[src/rtl/ctrl_pkg.sv]
// Shared definitions for the multi-cycle control unit: ALU operation encodings,
// RV32 opcode constants, the controller state enum and the decoded instruction class.
package ctrl_pkg;

  // ALUctrl encodings
  localparam logic [2:0] ALU_ADD = 3'b000;
  localparam logic [2:0] ALU_SUB = 3'b001;
  localparam logic [2:0] ALU_AND = 3'b010;
  localparam logic [2:0] ALU_OR  = 3'b011;

  // Supported RV32 major opcodes
  localparam logic [6:0] OP_R      = 7'b0110011;
  localparam logic [6:0] OP_IMM    = 7'b0010011;
  localparam logic [6:0] OP_LOAD   = 7'b0000011;
  localparam logic [6:0] OP_STORE  = 7'b0100011;
  localparam logic [6:0] OP_BRANCH = 7'b1100011;

  typedef enum logic [2:0] {
    StFetch,
    StDecode,
    StExec,
    StMem,
    StWb
  } state_e;

  typedef enum logic [2:0] {
    ClsR,
    ClsImm,
    ClsLoad,
    ClsStore,
    ClsBeq,
    ClsBne,
    ClsIllegal
  } instr_cls_e;

endpackage

[src/rtl/imm_gen.sv]
// Immediate generator: sign-extends the I/S/B-format immediate selected by the
// decoded instruction class. R-type and illegal instructions yield zero.
// Ports:
//   instr_i  instruction bits [31:7] (opcode bits are not needed here)
//   cls_i    decoded instruction class
//   imm_o    sign-extended immediate, DATAWIDTH bits
module imm_gen
  import ctrl_pkg::*;
#(
  parameter int unsigned DATAWIDTH = 32
) (
  input  logic [31:7]          instr_i,
  input  instr_cls_e           cls_i,
  output logic [DATAWIDTH-1:0] imm_o
);

  logic sign;
  assign sign = instr_i[31];

  always_comb begin
    imm_o = '0;
    unique case (cls_i)
      ClsImm, ClsLoad: imm_o = {{(DATAWIDTH-12){sign}}, instr_i[31:20]};
      ClsStore:        imm_o = {{(DATAWIDTH-12){sign}}, instr_i[31:25], instr_i[11:7]};
      ClsBeq, ClsBne:  imm_o = {{(DATAWIDTH-13){sign}}, instr_i[31], instr_i[7],
                                instr_i[30:25], instr_i[11:8], 1'b0};
      default:         imm_o = '0;
    endcase
  end

endmodule

[src/rtl/multicycle_ctrl.sv]
// Multi-cycle control unit for an RV32 subset (ADD/SUB/AND/OR/ADDI/LW/SW/BEQ/BNE).
// Accepts one instruction per valid/ready handshake, decodes it, and sequences
// FETCH -> DECODE -> EXEC -> [MEM] -> [WB] with one PC update per instruction.
// Ports:
//   clk, rst_n            clock, asynchronous active-low reset
//   instr_valid/ready/instr  fetch handshake (ready only in FETCH)
//   Eq                    ALU equality flag used to resolve branches in EXEC
//   mem_ready             data memory access completion
//   ALUctrl/ALUsrc/ImmOp  ALU control, registered in DECODE
//   rs1/rs2/rd            register addresses, registered in DECODE
//   RegWrite/MemRead/MemWrite/ResultSrc  datapath strobes
//   PCwrite/PCsrc         PC update strobe and source select
//   illegal               one-cycle pulse on an undecodable instruction
module multicycle_ctrl
  import ctrl_pkg::*;
#(
  parameter int unsigned DATAWIDTH = 32
) (
  input  logic                 clk,
  input  logic                 rst_n,
  input  logic                 instr_valid,
  output logic                 instr_ready,
  input  logic [DATAWIDTH-1:0] instr,
  input  logic                 Eq,
  input  logic                 mem_ready,
  output logic [2:0]           ALUctrl,
  output logic                 ALUsrc,
  output logic [DATAWIDTH-1:0] ImmOp,
  output logic [4:0]           rs1,
  output logic [4:0]           rs2,
  output logic [4:0]           rd,
  output logic                 RegWrite,
  output logic                 MemRead,
  output logic                 MemWrite,
  output logic                 ResultSrc,
  output logic                 PCwrite,
  output logic                 PCsrc,
  output logic                 illegal
);

  state_e                 state_q, state_d;
  instr_cls_e             cls_q, cls_d;
  logic [31:0]            ir_q, ir_d;
  logic [2:0]             alu_ctrl_q, alu_ctrl_d;
  logic                   alu_src_q, alu_src_d;
  logic [DATAWIDTH-1:0]   imm_q, imm_d;
  logic [4:0]             rs1_q, rs1_d, rs2_q, rs2_d, rd_q, rd_d;
  // Keeps instr_ready low until the first clock edge after reset release.
  logic                   ready_q;

  logic                   reg_write, mem_read, mem_write, result_src;
  logic                   pc_write, pc_src, illegal_pulse;

  // Decode of the instruction register
  instr_cls_e             dec_cls;
  logic [2:0]             dec_alu_ctrl;
  logic                   dec_alu_src;
  logic [DATAWIDTH-1:0]   dec_imm;
  logic [6:0]             opcode;
  logic [2:0]             funct3;
  logic [6:0]             funct7;

  assign opcode = ir_q[6:0];
  assign funct3 = ir_q[14:12];
  assign funct7 = ir_q[31:25];

  always_comb begin
    dec_cls      = ClsIllegal;
    dec_alu_ctrl = ALU_ADD;
    dec_alu_src  = 1'b0;
    case (opcode)
      OP_R: begin
        if (funct7 == 7'b0000000) begin
          case (funct3)
            3'b000: begin dec_cls = ClsR; dec_alu_ctrl = ALU_ADD; end
            3'b111: begin dec_cls = ClsR; dec_alu_ctrl = ALU_AND; end
            3'b110: begin dec_cls = ClsR; dec_alu_ctrl = ALU_OR;  end
            default: ;
          endcase
        end else if (funct7 == 7'b0100000 && funct3 == 3'b000) begin
          dec_cls      = ClsR;
          dec_alu_ctrl = ALU_SUB;
        end
      end
      OP_IMM: begin
        if (funct3 == 3'b000) begin
          dec_cls     = ClsImm;
          dec_alu_src = 1'b1;
        end
      end
      OP_LOAD: begin
        if (funct3 == 3'b010) begin
          dec_cls     = ClsLoad;
          dec_alu_src = 1'b1;
        end
      end
      OP_STORE: begin
        if (funct3 == 3'b010) begin
          dec_cls     = ClsStore;
          dec_alu_src = 1'b1;
        end
      end
      OP_BRANCH: begin
        if (funct3 == 3'b000) begin
          dec_cls      = ClsBeq;
          dec_alu_ctrl = ALU_SUB;
        end else if (funct3 == 3'b001) begin
          dec_cls      = ClsBne;
          dec_alu_ctrl = ALU_SUB;
        end
      end
      default: ;
    endcase
  end

  imm_gen #(
    .DATAWIDTH(DATAWIDTH)
  ) u_imm_gen (
    .instr_i(ir_q[31:7]),
    .cls_i  (dec_cls),
    .imm_o  (dec_imm)
  );

  // Next-state and strobe logic
  always_comb begin
    state_d       = state_q;
    cls_d         = cls_q;
    ir_d          = ir_q;
    alu_ctrl_d    = alu_ctrl_q;
    alu_src_d     = alu_src_q;
    imm_d         = imm_q;
    rs1_d         = rs1_q;
    rs2_d         = rs2_q;
    rd_d          = rd_q;
    reg_write     = 1'b0;
    mem_read      = 1'b0;
    mem_write     = 1'b0;
    result_src    = 1'b0;
    pc_write      = 1'b0;
    pc_src        = 1'b0;
    illegal_pulse = 1'b0;

    case (state_q)
      StFetch: begin
        if (instr_valid && ready_q) begin
          ir_d    = instr[31:0];
          state_d = StDecode;
        end
      end
      StDecode: begin
        cls_d      = dec_cls;
        alu_ctrl_d = dec_alu_ctrl;
        alu_src_d  = dec_alu_src;
        imm_d      = dec_imm;
        rs1_d      = ir_q[19:15];
        rs2_d      = ir_q[24:20];
        rd_d       = ir_q[11:7];
        if (dec_cls == ClsIllegal) begin
          // Skip the instruction: advance PC sequentially and refetch.
          illegal_pulse = 1'b1;
          pc_write      = 1'b1;
          state_d       = StFetch;
        end else begin
          state_d = StExec;
        end
      end
      StExec: begin
        case (cls_q)
          ClsLoad, ClsStore: state_d = StMem;
          ClsBeq: begin
            pc_write = 1'b1;
            pc_src   = Eq;
            state_d  = StFetch;
          end
          ClsBne: begin
            pc_write = 1'b1;
            pc_src   = ~Eq;
            state_d  = StFetch;
          end
          default: state_d = StWb;
        endcase
      end
      StMem: begin
        mem_read  = (cls_q == ClsLoad);
        mem_write = (cls_q == ClsStore);
        if (mem_ready) begin
          if (cls_q == ClsStore) begin
            pc_write = 1'b1;
            state_d  = StFetch;
          end else begin
            state_d = StWb;
          end
        end
      end
      StWb: begin
        reg_write  = (rd_q != 5'd0);
        result_src = (cls_q == ClsLoad);
        pc_write   = 1'b1;
        state_d    = StFetch;
      end
      default: state_d = StFetch;
    endcase
  end

  always_ff @(posedge clk or negedge rst_n) begin
    if (!rst_n) begin
      state_q    <= StFetch;
      cls_q      <= ClsR;
      ir_q       <= '0;
      alu_ctrl_q <= ALU_ADD;
      alu_src_q  <= 1'b0;
      imm_q      <= '0;
      rs1_q      <= '0;
      rs2_q      <= '0;
      rd_q       <= '0;
      ready_q    <= 1'b0;
    end else begin
      state_q    <= state_d;
      cls_q      <= cls_d;
      ir_q       <= ir_d;
      alu_ctrl_q <= alu_ctrl_d;
      alu_src_q  <= alu_src_d;
      imm_q      <= imm_d;
      rs1_q      <= rs1_d;
      rs2_q      <= rs2_d;
      rd_q       <= rd_d;
      ready_q    <= 1'b1;
    end
  end

  assign instr_ready = ready_q && (state_q == StFetch);
  assign ALUctrl     = alu_ctrl_q;
  assign ALUsrc      = alu_src_q;
  assign ImmOp       = imm_q;
  assign rs1         = rs1_q;
  assign rs2         = rs2_q;
  assign rd          = rd_q;
  assign RegWrite    = reg_write;
  assign MemRead     = mem_read;
  assign MemWrite    = mem_write;
  assign ResultSrc   = result_src;
  assign PCwrite     = pc_write;
  assign PCsrc       = pc_src;
  assign illegal     = illegal_pulse;

endmodule

[config.mk]
export PLATFORM = sky130hd
export DESIGN_NAME = multicycle_ctrl
export DESIGN_NICKNAME = d
export VERILOG_FILES = /design/src/rtl/ctrl_pkg.sv /design/src/rtl/imm_gen.sv /design/src/rtl/multicycle_ctrl.sv
export SDC_FILE = /design/constraint.sdc
export NUM_CORES = 1
export LEC_CHECK = 0
export BUFFER_PORTS_ARGS = -buffer_cell sky130_fd_sc_hd__buf_2
export CAP_MARGIN = 20
export CORE_MARGIN = 2
export CORE_UTILIZATION = 30
export CTS_CLUSTER_SIZE = 25
export DETAILED_ROUTE_END_ITERATION = 12
export GPL_TIMING_DRIVEN = 0
export PLACE_DENSITY_LB_ADDON = 0.2
export SLEW_MARGIN = 15
export SYNTH_ARGS = -nofsm -noshare
export SYNTH_HDL_FRONTEND = slang
export SYNTH_SLANG_ARGS = --single-unit
[constraint.sdc]
create_clock -name clk -period 2.4 [get_ports clk]
set_input_delay 0.48 -clock clk [delete_from_list [all_inputs] [get_ports clk]]
set_output_delay 0.48 -clock clk [all_outputs]
set_load 0.01 [all_outputs]
==> qor.csv <==
stage,metric,value,unit
timing,hold_viol,0,
grt,use_met3,0.0424,
grt,grt_max_degree,43,
timing,setup_violations,2,
place,placed_area,3980,µm²
clock_network,clk_path_buf_depth,2,
yosys,synth_area_per_cell,10.9,µm²
timing,layout_setup_ws,-0.174,ns
place,dp_hpwl,6100,µm
place,gp_congestion,0.822,
timing,hold_slack,0.0621,ns
place,io_buffers,94,
worst_setup_path,r2r_end,ImmOp[2],
timing,finClkSkew,0.00930,ns
floorplanning,initial_core_util,0.307,
worst_setup_path,cpLargestDelayFamily,simple AND/OR/NAND/NOR gates,
worst_setup_path,cp-endpoint,PCwrite,
yosys,async_reset_ff_frac,1.00,
floorplanning,fp.dieW,109,µm
yosys,synth_seq_cells,70,
final_layout,mostFrequentLayoutCells,"97 x buf_2, 67 x dfrtp_1, 55 x nand2_1",
timing,worst_pin_slew,0.561,ns
clock_network,cts_sinks,70,
yosys,synthFlopType,dfrtp_1,
final_layout,fillCellCount,1105,
routing,vias,2616,
yosys,yosysUniqueCellTypes,53,
floorplanning,core_area,10800,µm²
grt,grt-ovfl-total,0,
yosys,seq_area_frac_synth,0.529,
final_layout,num-nets-final,455,
power_and_ir_drop,powerDensity,740,nW/µm²
worst_setup_path,reg2reg_slack,0.38,ns
worst_setup_path,cp-end-kind,output port,
floorplanning,die_y,109,µm
timing,final_max_slew_viol_count,0,
clock_network,cts-root-buf,clkbuf_8,
worst_setup_path,cp_num_buf_inv,2,
timing,min_period,2.57,ns
worst_setup_path,rr_worst_depth,6,
power_and_ir_drop,leakage,2.13,nW
worst_setup_path,slowest_delay,0.51,ns
final_layout,drive_above_1_share,0.492,
timing,fin_crit_sh,1.07,
routing,vias_per_cell,4.65,
grt,grtUsageMet2,0.224,
worst_setup_path,cp.depth,6,
worst_hold_path,hp-class,in2async,
clock_network,cts_hold_buffers,0,
floorplanning,pin_count,96,
final_layout,layout_commonest_cell,buf_2,
grt,grt_pass1_vias,2616,
yosys,yosysWarnings,0,
grt,grt_use_met1,0.194,
final_layout,synthToLayoutAreaGrowth,30.8,%
yosys,synth-edff-count,0,
final_layout,finish.instance_area,4330,µm²
worst_setup_path,path_cells,buf_4 -> nor4_4 -> or4b_4 -> nand3_4 -> o221ai_1 -> buf_2,
yosys,synthesis.area,3310,µm²
grt,grt_pass1_wl,13200,µm
worst_setup_path,cp_data_required_time,1.92,ns
grt,grt_use_total,0.146,
power_and_ir_drop,finalPower,3.21,mW
worst_setup_path,cpMaxStageDelayCell,or4b_4,
outcome,status,"finished, violations left",
timing,relSlewSlack,0.626,
timing,fmax,0.388,GHz
worst_setup_path,critPathLaunch,ir_q[5],
outcome,violations,setup timing,
clock_network,clk_pin_slew,0.08,ns
floorplanning,dieArea,11900,µm²
timing,rsz0062_at_grt,true,
routing,wl_per_cell,14.8,µm
yosys,synth_cells,303,
worst_setup_path,worstSetupPathType,reg2out,
place,place_ws,-0.0763,ns
worst_setup_path,crit_fanout,3,
worst_setup_path,arrival,2.09,ns
routing,drt_iter0_drc,138,
final_layout,postLayoutCoreUtil,0.402,
worst_setup_path,rr_startpoint,ir_q[14],
floorplanning,rows,38,
yosys,syn-num-nets,340,
job,maxCapViolCount,0,
clock_network,htree_levels,3,
final_layout,diodes,0,
routing,routed_wl,8340,µm
clock_network,cts_tree,built,
grt,grt_busiest_layer,met2,
worst_setup_path,startpoint_type,register,
power_and_ir_drop,vdd_ir_drop_max,459,µV
routing,antenna_left,0,
routing,drt-pass1-iter-count,4,
routing,drc,0,
grt,antenna_found_initial,0,
clock_network,numCtsBuffers,9,
clock_network,clk-insertion-delay-late,0.34,ns
==> metrics by stage <==
| step | TNS, ns | instances |
|---|---|---|
| 2_1_floorplan | 0 | 303 |
| 3_3_place_gp | -0.0665 | 537 |
| 3_5_place_dp | -0.0763 | 538 |
| 4_1_cts | -0.290 | 562 |
| 5_1_grt | -0.511 | 563 |
| 6_report | -0.246 | 563 |
==> flip-flops by register name, summed over array words and instances, names as in the netlist <==
register / cells
state_q: 3
ALUctrl: 2
ALUsrc: 1
ImmOp: 13
rd: 5
cls_q: 3
ready_q: 1
rs2: 5
rs1: 5
ir_q: 32
==> report_power, final <==
group | switching [mW] | leakage [nW] | total (mW) | internal [mW]
Clock | 0.450 | 0.108 | 1.06 | 0.610
Sequential | 0.131 | 0.871 | 1.49 | 1.36
Combinational | 0.340 | 1.16 | 0.655 | 0.315
Total | 0.921 | 2.13 | 3.21 | 2.29
==> layer usage <==
metal	vias up	wire, µm	part of all wire
li1	1261	-	-
met1	1286	3830	0.46
met2	63	4060	0.49
met3	6	319	0.038
met4	0	125	0.015
met5	-	0	0
==> logic make-up (layout without fill, tap and decap cells) <==
kind of cell | after synthesis | in the layout | synth area share
xor+xnor | 1 | 1 | 0.00264
other cells | 2 | 2 | 0.00227
simple gates | 108 | 108 | 0.174
flops | 70 | 70 | 0.529
buf+inv | 40 | 160 | 0.0747
compound gates | 50 | 50 | 0.109
mux | 32 | 32 | 0.109
==> cells in the mapped netlist (2+ instances only) <==
master,count,area [µm²]
dfrtp_1,70,1750
nand2_1,56,210
mux2_2,32,360
buf_4,20,150
nor2_1,13,48.8
a21oi_1,10,50.1
o21ai_0,10,50.1
a22o_1,8,70.1
buf_2,6,30.0
clkbuf_1,6,22.5
inv_1,6,22.5
nand2b_1,5,31.3
a22oi_1,4,30.0
nor3_1,4,20.0
o21ai_2,4,35.0
nor2b_1,3,18.8
nor4_1,3,18.8
a31oi_1,2,12.5
and3_1,2,12.5
buf_6,2,22.5
conb_1,2,7.51
nand4b_1,2,17.5
nor4_2,2,25.0
nor4b_1,2,17.5
==> worst min path at each step <==
stage	startpoint	to	slack (ns)
2_1_floorplan	rst_n	ALUctrl[0]	0.18
3_3_place_gp	ir_q[16]	rs1[1]	0.45
3_5_place_dp	rst_n	ir_q[0]	0.44
4_1_cts	rst_n	ir_q[0]	0.06
5_1_grt	rst_n	ir_q[0]	0.07
6_report	rst_n	ir_q[0]	0.06
==> layout make-up <==
cell class | instances | area, µm² | share of cell area
Multi-Input combinational cell | 193 | 1360 | 0.315
Buffer | 33 | 226 | 0.0523
Sequential cell | 70 | 1760 | 0.405
Clock inverter | 6 | 85.1 | 0.0196
Inverter | 6 | 22.5 | 0.00520
Clock buffer | 10 | 138 | 0.0318
Tap cell | 140 | 175 | 0.0404
Timing Repair Buffer | 105 | 568 | 0.131
==> what timing repair did <==
item,4_1_cts,5_1_grt
buffers inserted,9,1
hold endpoints to repair,0,0
gates cloned,0,0
gates resized for setup,13,2
pin swaps,4,1
setup endpoints to repair,2,2
(Power assumes the default switching activity.)
